## config.mk

```make
export PLATFORM = sky130hd
export DESIGN_NAME = axi_mem_ctrl_flat
export DESIGN_NICKNAME = d
export VERILOG_FILES = /design/src/rtl/axi_mem_ctrl_if.sv /design/src/rtl/axi_mem_ctrl.sv /design/src/flat_wrapper.sv
export SDC_FILE = /design/constraint.sdc
export NUM_CORES = 1
export LEC_CHECK = 0
export BUFFER_PORTS_ARGS = -buffer_cell sky130_fd_sc_hd__buf_2
export CAP_MARGIN = 40
export CORE_ASPECT_RATIO = 1.25
export CORE_MARGIN = 8
export CORE_UTILIZATION = 41
export DETAILED_ROUTE_END_ITERATION = 12
export PLACE_DENSITY = 0.8
export SETUP_SLACK_MARGIN = 0.05
export SYNTH_ARGS = -nofsm -noshare
export SYNTH_HDL_FRONTEND = slang
export SYNTH_SLANG_ARGS = --single-unit
```

## constraint.sdc

```tcl
create_clock -name i_w_aclk -period 2.1 [get_ports i_w_aclk]
set_input_delay 0.105 -clock i_w_aclk [delete_from_list [all_inputs] [get_ports i_w_aclk]]
set_output_delay 0.105 -clock i_w_aclk [all_outputs]
set_load 0.02 [all_outputs]
```

## src/rtl/axi_mem_ctrl_if.sv

```systemverilog
// AXI4-Lite slave channels plus the single-port memory port, grouped so the
// controller and its neighbours share one bundle.
interface axi_mem_ctrl_if #(
    parameter int ADDR_WIDTH     = 32,
    parameter int DATA_WIDTH     = 32,
    parameter int MEM_ADDR_WIDTH = 10
);
    logic                      i_w_awvalid;
    logic                      o_w_awready;
    logic [ADDR_WIDTH-1:0]     i_w_awaddr;
    logic                      i_w_wvalid;
    logic                      o_w_wready;
    logic [DATA_WIDTH-1:0]     i_w_wdata;
    logic                      o_w_bvalid;
    logic                      i_w_bready;
    logic [1:0]                o_w_bresp;
    logic                      i_w_arvalid;
    logic                      o_w_arready;
    logic [ADDR_WIDTH-1:0]     i_w_araddr;
    logic                      o_w_rvalid;
    logic                      i_w_rready;
    logic [1:0]                o_w_rresp;
    logic [DATA_WIDTH-1:0]     o_w_rdata;
    logic                      o_w_mem_cs;
    logic                      o_w_mem_we;
    logic [MEM_ADDR_WIDTH-1:0] o_w_mem_addr;
    logic [DATA_WIDTH-1:0]     o_w_mem_wdata;
    logic [DATA_WIDTH-1:0]     i_w_mem_rdata;

    modport slave (
        input  i_w_awvalid, i_w_awaddr, i_w_wvalid, i_w_wdata, i_w_bready,
        input  i_w_arvalid, i_w_araddr, i_w_rready, i_w_mem_rdata,
        output o_w_awready, o_w_wready, o_w_bvalid, o_w_bresp,
        output o_w_arready, o_w_rvalid, o_w_rresp, o_w_rdata,
        output o_w_mem_cs, o_w_mem_we, o_w_mem_addr, o_w_mem_wdata
    );

    modport master (
        output i_w_awvalid, i_w_awaddr, i_w_wvalid, i_w_wdata, i_w_bready,
        output i_w_arvalid, i_w_araddr, i_w_rready, i_w_mem_rdata,
        input  o_w_awready, o_w_wready, o_w_bvalid, o_w_bresp,
        input  o_w_arready, o_w_rvalid, o_w_rresp, o_w_rdata,
        input  o_w_mem_cs, o_w_mem_we, o_w_mem_addr, o_w_mem_wdata
    );
endinterface

```

## src/rtl/axi_mem_ctrl.sv

```systemverilog
// AXI4-Lite slave that serialises reads and writes onto one single-port
// synchronous memory, round-robin on collisions, SLVERR for out-of-range.
module axi_mem_ctrl #(
    parameter int ADDR_WIDTH     = 32,
    parameter int DATA_WIDTH     = 32,
    parameter int MEM_DEPTH      = 1024,
    parameter int MEM_ADDR_WIDTH = 10
) (
    input  logic           i_w_aclk,
    input  logic           i_w_areset,
    axi_mem_ctrl_if.slave  bus
);
    localparam int OFF = (DATA_WIDTH == 64) ? 3 : 2;

    typedef enum logic [2:0] {IDLE, WR_MEM, WR_RESP, RD_MEM, RD_CAP, RD_RESP} state_e;
    typedef enum logic {GR_READ, GR_WRITE} grant_e;

    state_e                    state_q, state_d;
    grant_e                    last_q, last_d;
    logic [MEM_ADDR_WIDTH-1:0] idx_q, idx_d;
    logic                      inr_q, inr_d;
    logic [DATA_WIDTH-1:0]     wdata_q, wdata_d;
    logic [DATA_WIDTH-1:0]     rdata_q, rdata_d;
    logic [1:0]                rresp_q, rresp_d;

    logic                  wr_elig, rd_elig, grant_wr, grant_rd;
    logic [ADDR_WIDTH-1:0] sel_addr, idx_full;
    logic                  in_range;

    // A write needs both AW and W; on a collision the type not granted last wins.
    assign wr_elig  = bus.i_w_awvalid && bus.i_w_wvalid;
    assign rd_elig  = bus.i_w_arvalid;
    assign grant_wr = (state_q == IDLE) && wr_elig && (!rd_elig || last_q == GR_READ);
    assign grant_rd = (state_q == IDLE) && rd_elig && !grant_wr;

    // Range check uses the full-width index so high addresses cannot alias.
    assign sel_addr = grant_wr ? bus.i_w_awaddr : bus.i_w_araddr;
    assign idx_full = sel_addr >> OFF;
    assign in_range = idx_full < ADDR_WIDTH'(MEM_DEPTH);

    always_ff @(posedge i_w_aclk) begin
        if (i_w_areset) begin
            state_q <= IDLE;
            last_q  <= GR_READ;
            idx_q   <= '0;
            inr_q   <= 1'b0;
            wdata_q <= '0;
            rdata_q <= '0;
            rresp_q <= 2'b00;
        end else begin
            state_q <= state_d;
            last_q  <= last_d;
            idx_q   <= idx_d;
            inr_q   <= inr_d;
            wdata_q <= wdata_d;
            rdata_q <= rdata_d;
            rresp_q <= rresp_d;
        end
    end

    always_comb begin
        state_d         = state_q;
        last_d          = last_q;
        idx_d           = idx_q;
        inr_d           = inr_q;
        wdata_d         = wdata_q;
        rdata_d         = rdata_q;
        rresp_d         = rresp_q;
        bus.o_w_awready = 1'b0;
        bus.o_w_wready  = 1'b0;
        bus.o_w_arready = 1'b0;
        bus.o_w_bvalid  = 1'b0;
        bus.o_w_bresp   = 2'b00;
        bus.o_w_rvalid  = 1'b0;
        bus.o_w_mem_cs  = 1'b0;
        bus.o_w_mem_we  = 1'b0;

        case (state_q)
            IDLE: begin
                if (grant_wr) begin
                    bus.o_w_awready = 1'b1;
                    bus.o_w_wready  = 1'b1;
                    last_d          = GR_WRITE;
                    idx_d           = idx_full[MEM_ADDR_WIDTH-1:0];
                    inr_d           = in_range;
                    wdata_d         = bus.i_w_wdata;
                    state_d         = WR_MEM;
                end else if (grant_rd) begin
                    bus.o_w_arready = 1'b1;
                    last_d          = GR_READ;
                    idx_d           = idx_full[MEM_ADDR_WIDTH-1:0];
                    inr_d           = in_range;
                    state_d         = RD_MEM;
                end
            end
            WR_MEM: begin
                bus.o_w_mem_cs = inr_q;
                bus.o_w_mem_we = inr_q;
                state_d        = WR_RESP;
            end
            WR_RESP: begin
                bus.o_w_bvalid = 1'b1;
                bus.o_w_bresp  = inr_q ? 2'b00 : 2'b10;
                if (bus.i_w_bready) state_d = IDLE;
            end
            RD_MEM: begin
                bus.o_w_mem_cs = inr_q;
                state_d        = RD_CAP;
            end
            RD_CAP: begin
                rdata_d = inr_q ? bus.i_w_mem_rdata : '0;
                rresp_d = inr_q ? 2'b00 : 2'b10;
                state_d = RD_RESP;
            end
            RD_RESP: begin
                bus.o_w_rvalid = 1'b1;
                if (bus.i_w_rready) state_d = IDLE;
            end
            default: state_d = IDLE;
        endcase

        // Reset blocks new handshakes and any memory write pending this cycle.
        if (i_w_areset) begin
            bus.o_w_awready = 1'b0;
            bus.o_w_wready  = 1'b0;
            bus.o_w_arready = 1'b0;
            bus.o_w_mem_cs  = 1'b0;
            bus.o_w_mem_we  = 1'b0;
        end
    end

    assign bus.o_w_rdata     = rdata_q;
    assign bus.o_w_rresp     = rresp_q;
    assign bus.o_w_mem_addr  = idx_q;
    assign bus.o_w_mem_wdata = wdata_q;
endmodule

```

## src/flat_wrapper.sv

```systemverilog
// flat-port wrapper written by rule: the top's interface ports become plain ports
module axi_mem_ctrl_flat 
#(
    parameter int ADDR_WIDTH     = 32,
    parameter int DATA_WIDTH     = 32,
    parameter int MEM_DEPTH      = 1024,
    parameter int MEM_ADDR_WIDTH = 10
)
  (i_w_aclk, i_w_areset, bus_i_w_awvalid, bus_i_w_awaddr, bus_i_w_wvalid, bus_i_w_wdata, bus_i_w_bready, bus_i_w_arvalid, bus_i_w_araddr, bus_i_w_rready, bus_i_w_mem_rdata, bus_o_w_awready, bus_o_w_wready, bus_o_w_bvalid, bus_o_w_bresp, bus_o_w_arready, bus_o_w_rvalid, bus_o_w_rresp, bus_o_w_rdata, bus_o_w_mem_cs, bus_o_w_mem_we, bus_o_w_mem_addr, bus_o_w_mem_wdata);
  axi_mem_ctrl_if #(.ADDR_WIDTH(ADDR_WIDTH), .DATA_WIDTH(DATA_WIDTH), .MEM_ADDR_WIDTH(MEM_ADDR_WIDTH)) bus_i ();
  input  logic i_w_aclk;
  input  logic i_w_areset;
  input wire logic [$bits(bus_i.i_w_awvalid)-1:0] bus_i_w_awvalid;
  input wire logic [$bits(bus_i.i_w_awaddr)-1:0] bus_i_w_awaddr;
  input wire logic [$bits(bus_i.i_w_wvalid)-1:0] bus_i_w_wvalid;
  input wire logic [$bits(bus_i.i_w_wdata)-1:0] bus_i_w_wdata;
  input wire logic [$bits(bus_i.i_w_bready)-1:0] bus_i_w_bready;
  input wire logic [$bits(bus_i.i_w_arvalid)-1:0] bus_i_w_arvalid;
  input wire logic [$bits(bus_i.i_w_araddr)-1:0] bus_i_w_araddr;
  input wire logic [$bits(bus_i.i_w_rready)-1:0] bus_i_w_rready;
  input wire logic [$bits(bus_i.i_w_mem_rdata)-1:0] bus_i_w_mem_rdata;
  output wire logic [$bits(bus_i.o_w_awready)-1:0] bus_o_w_awready;
  output wire logic [$bits(bus_i.o_w_wready)-1:0] bus_o_w_wready;
  output wire logic [$bits(bus_i.o_w_bvalid)-1:0] bus_o_w_bvalid;
  output wire logic [$bits(bus_i.o_w_bresp)-1:0] bus_o_w_bresp;
  output wire logic [$bits(bus_i.o_w_arready)-1:0] bus_o_w_arready;
  output wire logic [$bits(bus_i.o_w_rvalid)-1:0] bus_o_w_rvalid;
  output wire logic [$bits(bus_i.o_w_rresp)-1:0] bus_o_w_rresp;
  output wire logic [$bits(bus_i.o_w_rdata)-1:0] bus_o_w_rdata;
  output wire logic [$bits(bus_i.o_w_mem_cs)-1:0] bus_o_w_mem_cs;
  output wire logic [$bits(bus_i.o_w_mem_we)-1:0] bus_o_w_mem_we;
  output wire logic [$bits(bus_i.o_w_mem_addr)-1:0] bus_o_w_mem_addr;
  output wire logic [$bits(bus_i.o_w_mem_wdata)-1:0] bus_o_w_mem_wdata;
  assign bus_i.i_w_awvalid = bus_i_w_awvalid;
  assign bus_i.i_w_awaddr = bus_i_w_awaddr;
  assign bus_i.i_w_wvalid = bus_i_w_wvalid;
  assign bus_i.i_w_wdata = bus_i_w_wdata;
  assign bus_i.i_w_bready = bus_i_w_bready;
  assign bus_i.i_w_arvalid = bus_i_w_arvalid;
  assign bus_i.i_w_araddr = bus_i_w_araddr;
  assign bus_i.i_w_rready = bus_i_w_rready;
  assign bus_i.i_w_mem_rdata = bus_i_w_mem_rdata;
  assign bus_o_w_awready = bus_i.o_w_awready;
  assign bus_o_w_wready = bus_i.o_w_wready;
  assign bus_o_w_bvalid = bus_i.o_w_bvalid;
  assign bus_o_w_bresp = bus_i.o_w_bresp;
  assign bus_o_w_arready = bus_i.o_w_arready;
  assign bus_o_w_rvalid = bus_i.o_w_rvalid;
  assign bus_o_w_rresp = bus_i.o_w_rresp;
  assign bus_o_w_rdata = bus_i.o_w_rdata;
  assign bus_o_w_mem_cs = bus_i.o_w_mem_cs;
  assign bus_o_w_mem_we = bus_i.o_w_mem_we;
  assign bus_o_w_mem_addr = bus_i.o_w_mem_addr;
  assign bus_o_w_mem_wdata = bus_i.o_w_mem_wdata;
  axi_mem_ctrl #(.ADDR_WIDTH(ADDR_WIDTH), .DATA_WIDTH(DATA_WIDTH), .MEM_DEPTH(MEM_DEPTH), .MEM_ADDR_WIDTH(MEM_ADDR_WIDTH)) u_core (.i_w_aclk(i_w_aclk), .i_w_areset(i_w_areset), .bus(bus_i));
endmodule
```

==> impl_metrics.csv, run 1 <==
group,metric,value,unit
placed_design,portBuffers,213,
timing,fin_skew,17.9,ps
min_path,hold_path_depth,3,
clock_tree,clockRootBuffer,"clkbuf_8",
power_and_ir_drop,clock_power_share,36.0,%
critical_path,cp.depth,6,
floorplan,ios,220,
yosys,syn_area_per_cell,7.91,um^2
timing,tns,0,ps
floorplan,fp.coreArea,7400,um^2
yosys,ys_seq_elements,80,
route,dr_total_vias,3614,
global_route,grt_usage,20.2,%
route,routed_wl,11.1,mm
placed_design,gp_congestion,0.780,
route,post_drt_via_cell_ratio,5.01,
timing,slew_headroom,62.7,%
placed_design,dpl_cell_area,4250,um^2
route,drtPass1Iterations,4,
clock_tree,clock_latency,350,ps
critical_path,slowest_stage,"dfxtp_1",
route,routed-wl-met2,5.70,mm
finish,diodes,0,
power_and_ir_drop,p_seq_share,44.3,%
critical_path,start_kind,"register",
timing,finalHoldViolCount,0,
route,top_layer_used,"met4",
critical_path,critPathTopFamily,"simple AND/OR/NAND/NOR gates",
route,ant_nets,0,
critical_path,critPathArrivalTime,1820,ps
timing,tightestPinTransition,555,ps
yosys,synth_cells,395,
route,met1_length,3.84,mm
route,routed-wl-met3,1.04,mm
power_and_ir_drop,total_leakage_power,2.23,nW
timing,drv_slew,0,
power_and_ir_drop,p_per_area,784,nW/um^2
critical_path,crit_required,2000,ps
global_route,grt-ovfl-total,0,
critical_path,crit_buf_inv,3,
clock_tree,clk_pin_slew,80,ps
clock_tree,cts_tree,"done",
yosys,yosysWarnings,0,
clock_tree,cts-resized-gates,0,
route,drcViolationCount,0,
yosys,async_reset_ff_share,0,%
finish,areaGrowthSynthToFinish,52.1,%
critical_path,max_stage_delay,320,ps
yosys,synthFlopType,"dfxtp_1",
min_path,hold_path.class,"in -> reg",
yosys,synth_cell_type_count,33,
critical_path,cp-end-kind,"output port",
floorplan,chipWidth,94.1,um
job,cap_violations,0,
global_route,antenna_found_initial,0,
floorplan,dieHeight,114,um
yosys,synth_edf_count,0,
global_route,grt_pass1_vias,3665,
timing,finalSetupViolCount,0,
yosys,synth.yosys.seq_area_share,51.3,%
clock_tree,htreeDepth,3,
floorplan,start_util,42.2,%
route,wl_per_cell,15.3,um
power_and_ir_drop,intPower,2.70,mW
floorplan,row_count,35,
floorplan,die-area,10700,um^2
critical_path,r2r_cells,5,
placed_design,hpwl,8.19,mm
clock_tree,cts_made_buffers,9,
clock_tree,numClockSinks,80,
critical_path,crit_chain,"buf_4, nor3_2, nand4_1, buf_12, nor2_1, buf_2",
power_and_ir_drop,switching_share,27.4,%
timing,period_share,91.6,%
power_and_ir_drop,irDropWorstVdd,515,uV
power_and_ir_drop,switching_power,1.02,mW
finish,fillers,652,
global_route,grt_start_max_net_pins,45,
yosys,synthesis.area,3120,um^2
finish,finalInstanceArea,4750,um^2
route,drt_iter0_drc,156,
timing,rsz0062_at_grt,"false",
global_route,grt_pass1_wl,17.3,mm
status,status,"complete, no violations",
timing,clock.fmax,520,MHz
critical_path,crit_fanout,44,
timing,period_minus_slack,1920,ps
clock_tree,cts_buffer_depth,2,
finish,drive_above_1_share,39.0,%
finish,nets,759,
critical_path,worstSetupPathType,"reg -> out",
power_and_ir_drop,power_frac_comb,19.7,%
-- metrics by stage --
step / hold slack (ps) / utilization, % / power [mW] / instances / setup slack (ps)
floorplan: 241 / - / 2.09 / 396 / 265
global placement: 345 / 57.4 / 2.36 / 678 / 418
detailed placement: 350 / 57.4 / 2.38 / 678 / 379
CTS: 1.05 / 63.9 / 3.74 / 719 / 127
global route: 9.84 / 64.2 / 3.90 / 721 / 76.4
finish: 11.3 / 64.2 / 3.72 / 721 / 176
-- cell type report --
| class | count | area [um^2] | area share [%] |
|---|---|---|---|
| flip-flops and latches | 80 | 1600 | 33.7 |
| repair buffers | 250 | 1430 | 30.2 |
| multi-input cells | 281 | 1360 | 28.6 |
| clock buffers | 11 | 131 | 2.77 |
| well taps | 92 | 115 | 2.42 |
| clock inverters | 5 | 104 | 2.19 |
| inverters | 2 | 7.51 | 0.158 |
-- power groups by stage --
stage	Sequential [mW]	Clock [mW]	Combinational [mW]
floorplan	1.76	0	0.325
global placement	1.68	0	0.676
detailed placement	1.69	0	0.692
CTS	1.65	1.36	0.728
global route	1.66	1.44	0.799
finish	1.65	1.34	0.732
-- sequential cells by signal, summed over array words and instances, names as in the netlist --
signal / count
u_core.last_q: 1
u_core.bus.o_w_mem_wdata: 32
u_core.bus.o_w_mem_addr: 10
u_core.state_q: 3
u_core.bus.o_w_rdata: 32
u_core.bus.o_w_rresp: 1
u_core.inr_q: 1
-- per-layer routing --
layer / vias up / track usage (%)
met3: 36 / 7.23
met5: - / 0
li1: 1797 / -
met2: 175 / 36.2
met4: 0 / 11.7
met1: 1606 / 19.2
-- cells in the mapped netlist, drive strengths merged (2+ instances only) --
library cell    n  share of area [%]
o21ai           2               0.32
inv             2               0.24
nor3           11                1.9
dfxtp          80                 51
clkbuf         23                2.8
nor4           10                2.0
o21a            2               0.48
nand3          32                5.1
nor2           20                2.4
nor3b           3                1.2
nand4           3               0.80
a21oi          69                 11
buf            10                2.6
a311oi          2               0.76
nand2         106                 13
and3            3               0.60
o22ai           9                1.8
-- final timing paths --
check / startpoint / to / slack, ps
max: u_core.state_q[0] / bus_o_w_wready / 180
min: bus_i_w_wdata[7] / u_core.bus.o_w_mem_wdata[7] / 10
max reg2reg: u_core.state_q[1] / u_core.bus.o_w_mem_addr[8] / 370
min reg2reg: u_core.bus.o_w_rdata[20] / u_core.bus.o_w_rdata[20] / 450
-- layout by cell type (no fill, tap or decap), types with 2 or more instances in the layout --
master,n
dlygate4sd3_1,26
nor2_1,20
nor3_1,10
clkbuf_1,2
clkbuf_8,9
buf_12,2
conb_1,2
o21ai_0,2
o21a_1,2
and3_1,3
nand4_1,2
inv_1,2
nand3_1,32
buf_4,9
bufinv_16,3
nor4_1,10
o22ai_1,9
nor3b_4,2
buf_2,213
a21oi_1,69
nand2_1,106
dfxtp_1,80
-- worst reg2reg max path: cells and delay by family, from the launching register on --
| family | cells | cell delay, ps |
|---|---|---|
| AOI/OAI and AO/OA | 1 | 220 |
| and+or+nand+nor | 3 | 780 |
| DFF | 1 | 440 |
| buffers and inverters | 1 | 200 |
-- repair_timing --
item / 4_1_cts / 5_1_grt
hold buffers: 25 / 1
setup buffers: 0 / 1
setup endpoints to repair: 0 / 1
hold endpoints to repair: 25 / 1
-- kinds of logic (layout without fill, tap and decap cells) --
family | after synthesis | in the layout | share of synthesized area, %
other | 1 | 2 | 0.120
buffers and inverters | 35 | 268 | 5.61
flip-flops | 80 | 80 | 51.3
AO/OA/AOI/OAI | 86 | 86 | 14.9
AND/OR/NAND/NOR | 193 | 193 | 28.1
No activity file was read; power rests on OpenSTA's default activity.
==> run 2, diff against run 1 <==
- CORE_ASPECT_RATIO: 1.25 -> 0.9
- CORE_MARGIN: 8 -> 2
- CORE_UTILIZATION: 41 -> 30
- PLACE_DENSITY: 0.8 -> default
==> impl_metrics.csv, run 2 (synthesis gave the netlist of run 1 again) <==
group,metric,value,unit
timing,tns,0,ps
clock_tree,cts_buffer_depth,2,
route,dr_total_vias,3402,
finish,nets,733,
floorplan,ios,220,
timing,finalHoldViolCount,0,
timing,clock.fmax,532,MHz
route,post_drt_via_cell_ratio,4.66,
critical_path,r2r_cells,5,
floorplan,row_count,35,
global_route,grt_pass1_wl,14.8,mm
clock_tree,clock_latency,330,ps
critical_path,reg2reg_from,"u_core.state_q[1]",
power_and_ir_drop,total_leakage_power,2.15,nW
floorplan,fp.coreArea,10200,um^2
route,ant_nets,0,
critical_path,crit_chain,"nor3_4, nand4_1, buf_4, nor2_1, buf_2",
timing,period_minus_slack,1880,ps
floorplan,dieHeight,101,um
critical_path,start_kind,"register",
timing,finalSetupViolCount,0,
clock_tree,htreeDepth,3,
clock_tree,cts_made_buffers,9,
finish,diodes,0,
timing,drv_slew,0,
min_path,hold_path.class,"in -> reg",
floorplan,start_util,30.6,%
floorplan,chipWidth,112,um
finish,layout_common_cells,"213 x buf_2, 106 x nand2_1, 80 x dfxtp_1",
critical_path,crit_fanout,35,
critical_path,worstSetupPathType,"reg -> out",
placed_design,hpwl,6.80,mm
global_route,grt_pass1_vias,3283,
critical_path,reg2reg_slack,420,ps
finish,fin_util,45.2,%
critical_path,critPathArrivalTime,1780,ps
min_path,holdCritStartpoint,"bus_i_w_wdata[16]",
min_path,hold-path-endpoint,"u_core.bus.o_w_mem_wdata[16]",
placed_design,gp_congestion,0.754,
critical_path,max_stage_delay,620,ps
power_and_ir_drop,power,3.81,mW
critical_path,cp-end-kind,"output port",
route,wl_per_cell,12.7,um
critical_path,r2r-end,"u_core.bus.o_w_mem_wdata[9]",
clock_tree,cts_tree,"done",
route,routed_wl,9.25,mm
finish,areaGrowthSynthToFinish,47.5,%
floorplan,die-area,11200,um^2
clock_tree,numClockSinks,80,
global_route,grt_start_max_net_pins,81,
power_and_ir_drop,p_per_area,828,nW/um^2
timing,holdWs,15.3,ps
timing,fin_skew,9.41,ps
critical_path,slowest_stage,"dfxtp_1",
critical_path,crit_required,2000,ps
finish,fillers,1035,
job,cap_violations,0,
route,drtPass1Iterations,6,
route,drcViolationCount,0,
global_route,antenna_found_initial,0,
timing,period_share,89.6,%
clock_tree,clk_pin_slew,60,ps
clock_tree,clockRootBuffer,"clkbuf_16",
status,status,"complete, no violations",
finish,drive_above_1_share,40.8,%
placed_design,portBuffers,213,
min_path,hold_path_depth,3,
global_route,grt-ovfl-total,0,
route,drt_iter0_drc,172,
power_and_ir_drop,irDropWorstVdd,350,uV
global_route,grt_usage,16.2,%
timing,rsz0062_at_grt,"false",
finish,final_common_cell,"buf_2",
==> run 2: cell count changes in the layout (fill, tap and decap cells not counted), sizes merged <==
| cell | before | now |
|---|---|---|
| bufinv | 3 | 1 |
| clkbuf | 11 | 9 |
| clkinv | 1 | 4 |
| dlygate4sd3 | 26 | 0 |
| inv | 3 | 2 |
==> run 2: timing repair <==
item / CTS / global route
setup buffers: 0 / 2
hold buffers: 0 / 0
endpoints found under the setup margin: 0 / 3
resized for setup: 0 / 1
hold endpoints to repair: 0 / 0
==> run 2: power breakdown <==
group          internal [mW]  switching, mW  leakage [nW]
logic                  0.282          0.401          1.36
registers               1.60         0.0557         0.650
clock network          0.898          0.574         0.141
total                   2.78           1.03          2.15
==> run 2: worst max-delay path, delay by kind of cell (launching register included) <==
family	cells	cell delay (ps)
simple gates	3	290
buf+inv	2	510
flops	1	620
==> run 2: metal layers <==
layer | routed length, um | GRT usage, % | part of all wire, %
met4 | 65 | 5.41 | 0.70
met2 | 4750 | 30.6 | 51
met3 | 714 | 4.57 | 7.7
met1 | 3710 | 17.5 | 40
met5 | 0 | 0 | 0
==> run 2: cell type report <==
cell class / count / area [um^2] / area share (%)
clock buffers: 9 / 225 / 4.89
clock inverters: 5 / 50.0 / 1.09
inverters: 2 / 7.51 / 0.163
multi-input cells: 281 / 1360 / 29.6
flip-flops and latches: 80 / 1600 / 34.8
well taps: 129 / 161 / 3.50
repair buffers: 224 / 1200 / 26.0
==> run 2: through the flow <==
step | setup WS, ps | cell area [um^2] | instances
6_report | 219 | 4610 | 730
5_1_grt | 67.3 | 4610 | 730
4_1_cts | 132 | 4590 | 728
3_5_place_dp | 451 | 4310 | 714
3_3_place_gp | 494 | 4310 | 714
2_1_floorplan | 265 | 3130 | 396
==> run 2: worst max path at each step <==
stage | endpoint | slack (ps) | from
after global routing | bus_o_w_wready | 70 | u_core.state_q[1]
after detailed placement | u_core.bus.o_w_mem_wdata[9] | 450 | u_core.state_q[1]
after floorplan | bus_o_w_wready | 260 | u_core.state_q[0]
final | bus_o_w_wready | 220 | u_core.state_q[1]
after CTS | bus_o_w_arready | 130 | u_core.state_q[1]
after global placement | u_core.bus.o_w_mem_wdata[20] | 490 | u_core.state_q[1]
==> run 3, diff against run 2 <==
- HOLD_SLACK_MARGIN: default -> 0.1
- REMOVE_ABC_BUFFERS: default -> 1
==> impl_metrics.csv, run 3 (synthesis gave the netlist of run 1 again) <==
group,metric,value,unit
route,ant_nets,0,
finish,layout_common_cells,"213 x buf_2, 106 x nand2_1, 79 x dfxtp_1",
finish,diodes,0,
critical_path,crit_buf_inv,2,
global_route,grt_usage,18.5,%
critical_path,crit_fanout,33,
timing,tns,0,ps
route,drt_iter0_drc,226,
route,dr_total_vias,3805,
floorplan,ios,220,
timing,finalSetupViolCount,0,
route,routed_wl,10.5,mm
critical_path,crit_chain,"nor3b_4, buf_6, nand3_1, a21oi_1, dlygate4sd3_1",
critical_path,cp-end-kind,"register",
status,status,"complete, no violations",
global_route,grt-ovfl-total,0,
critical_path,critPathArrivalTime,2180,ps
timing,period_minus_slack,1910,ps
floorplan,row_count,35,
power_and_ir_drop,total_leakage_power,2.48,nW
critical_path,r2r_cells,5,
critical_path,max_stage_delay,580,ps
floorplan,chipWidth,112,um
finish,fin_util,52.8,%
critical_path,reg2reg_slack,190,ps
timing,clock.fmax,524,MHz
placed_design,portBuffers,213,
placed_design,hpwl,6.79,mm
route,post_drt_via_cell_ratio,4.70,
global_route,grt_pass1_wl,16.9,mm
floorplan,dieHeight,101,um
clock_tree,numClockSinks,80,
floorplan,die-area,11200,um^2
timing,rsz0062_at_grt,"false",
finish,final_common_cell,"buf_2",
critical_path,critPathTopFamily,"buffers and inverters",
min_path,hold_path.class,"in -> reg",
finish,areaGrowthSynthToFinish,72.5,%
floorplan,start_util,30.6,%
timing,finalHoldViolCount,0,
finish,fillers,924,
placed_design,dpl_cell_area,4290,um^2
finish,nets,811,
clock_tree,clk_pin_slew,60,ps
critical_path,worstSetupPathType,"reg -> reg",
route,drcViolationCount,0,
global_route,antenna_found_initial,0,
timing,drv_slew,0,
route,drtPass1Iterations,4,
floorplan,fp.coreArea,10200,um^2
finish,seq_area,1600,um^2
power_and_ir_drop,p_per_area,757,nW/um^2
global_route,grt_pass1_vias,3649,
clock_tree,cts_made_buffers,9,
job,cap_violations,0,
critical_path,reg2reg_from,"u_core.state_q[2]",
clock_tree,htreeDepth,3,
clock_tree,clock_latency,330,ps
critical_path,r2r-end,"u_core.bus.o_w_rdata[0]",
clock_tree,cts_tree,"done",
power_and_ir_drop,power,4.08,mW
timing,fin_skew,4.46,ps
min_path,holdCritStartpoint,"bus_i_w_awaddr[29]",
power_and_ir_drop,irDropWorstVdd,520,uV
critical_path,crit_required,2370,ps
min_path,hold-path-endpoint,"u_core.inr_q",
finish,layoutNonFillerInstCount,810,
global_route,grt_start_max_net_pins,47,
critical_path,start_kind,"register",
finish,multi_input_area,1360,um^2
route,wl_per_cell,13.0,um
timing,period_share,90.9,%
finish,drive_above_1_share,36.6,%
placed_design,gp_congestion,0.740,
finish,finalInstanceArea,5390,um^2
clock_tree,clockRootBuffer,"clkbuf_16",
clock_tree,cts_buffer_depth,2,
critical_path,slowest_stage,"dlygate4sd3_1",
placed_design,place_inst,716,
min_path,hold_path_depth,4,
[run 3: cell types whose count changed in the layout (fill, tap and decap cells not counted), sizes merged]
| cell | previous run | this run |
|---|---|---|
| dlygate4sd3 | 0 | 77 |
| clkinvlp | 0 | 1 |
| clkbuf | 9 | 11 |
| clkinv | 4 | 2 |
| buf | 224 | 225 |
| inv | 2 | 3 |
[run 3: where the power goes]
part	switching, mW	internal, mW	total [mW]
combinational	0.435	0.367	0.802
clock	0.624	0.994	1.62
sequential	0.0559	1.60	1.66
total	1.12	2.96	4.08
[run 3: layout make-up]
| cell class | instances | share of cell area, % |
|---|---|---|
| clock buffers | 11 | 4.69 |
| clock inverters | 5 | 1.18 |
| inverters | 2 | 0.139 |
| multi-input cells | 281 | 25.2 |
| flip-flops and latches | 80 | 29.7 |
| well taps | 129 | 3.00 |
| repair buffers | 302 | 36.1 |
[run 3: tightest hold or removal path, delay by kind of cell]
kind / cells / cell delay, ps
buf+inv: 1 / 70
simple gates: 2 / 130
compound gates: 1 / 90
[run 3: metal layers]
metal	vias to the layer above	track usage [%]	share of wire, %	wire (um)
li1	1907	-	-	-
met1	1726	22.3	43	4580
met2	158	31.8	48	5020
met3	14	5.47	7.5	788
met4	0	5.89	1.3	137
met5	-	0	0	0
[run 3: worst max-delay path by stage]
stage / from / to / slack (ps) / depth (start not counted)
floorplan: u_core.state_q[0] / bus_o_w_awready / -520 / 3
detailed placement: u_core.state_q[1] / u_core.bus.o_w_mem_wdata[20] / 400 / 5
global placement: u_core.state_q[1] / u_core.bus.o_w_mem_wdata[18] / 440 / 5
finish: u_core.state_q[2] / u_core.bus.o_w_rdata[0] / 190 / 5
global route: u_core.state_q[2] / u_core.bus.o_w_rdata[0] / 50 / 5
CTS: u_core.state_q[2] / u_core.bus.o_w_rdata[0] / 150 / 5
[run 3: repair_timing]
item	in CTS	in global routing
resized for setup	0	2
hold endpoints to repair	76	0
hold buffers	77	0
buffers inserted	0	1
endpoints found under the setup margin	0	2
[run 3: per-stage QoR]
stage               setup WS, ps  hold WS (ps)
global placement             438           345
global route                54.5           112
finish                       190           125
detailed placement           399           350
CTS                          147           105
floorplan                   -517           173
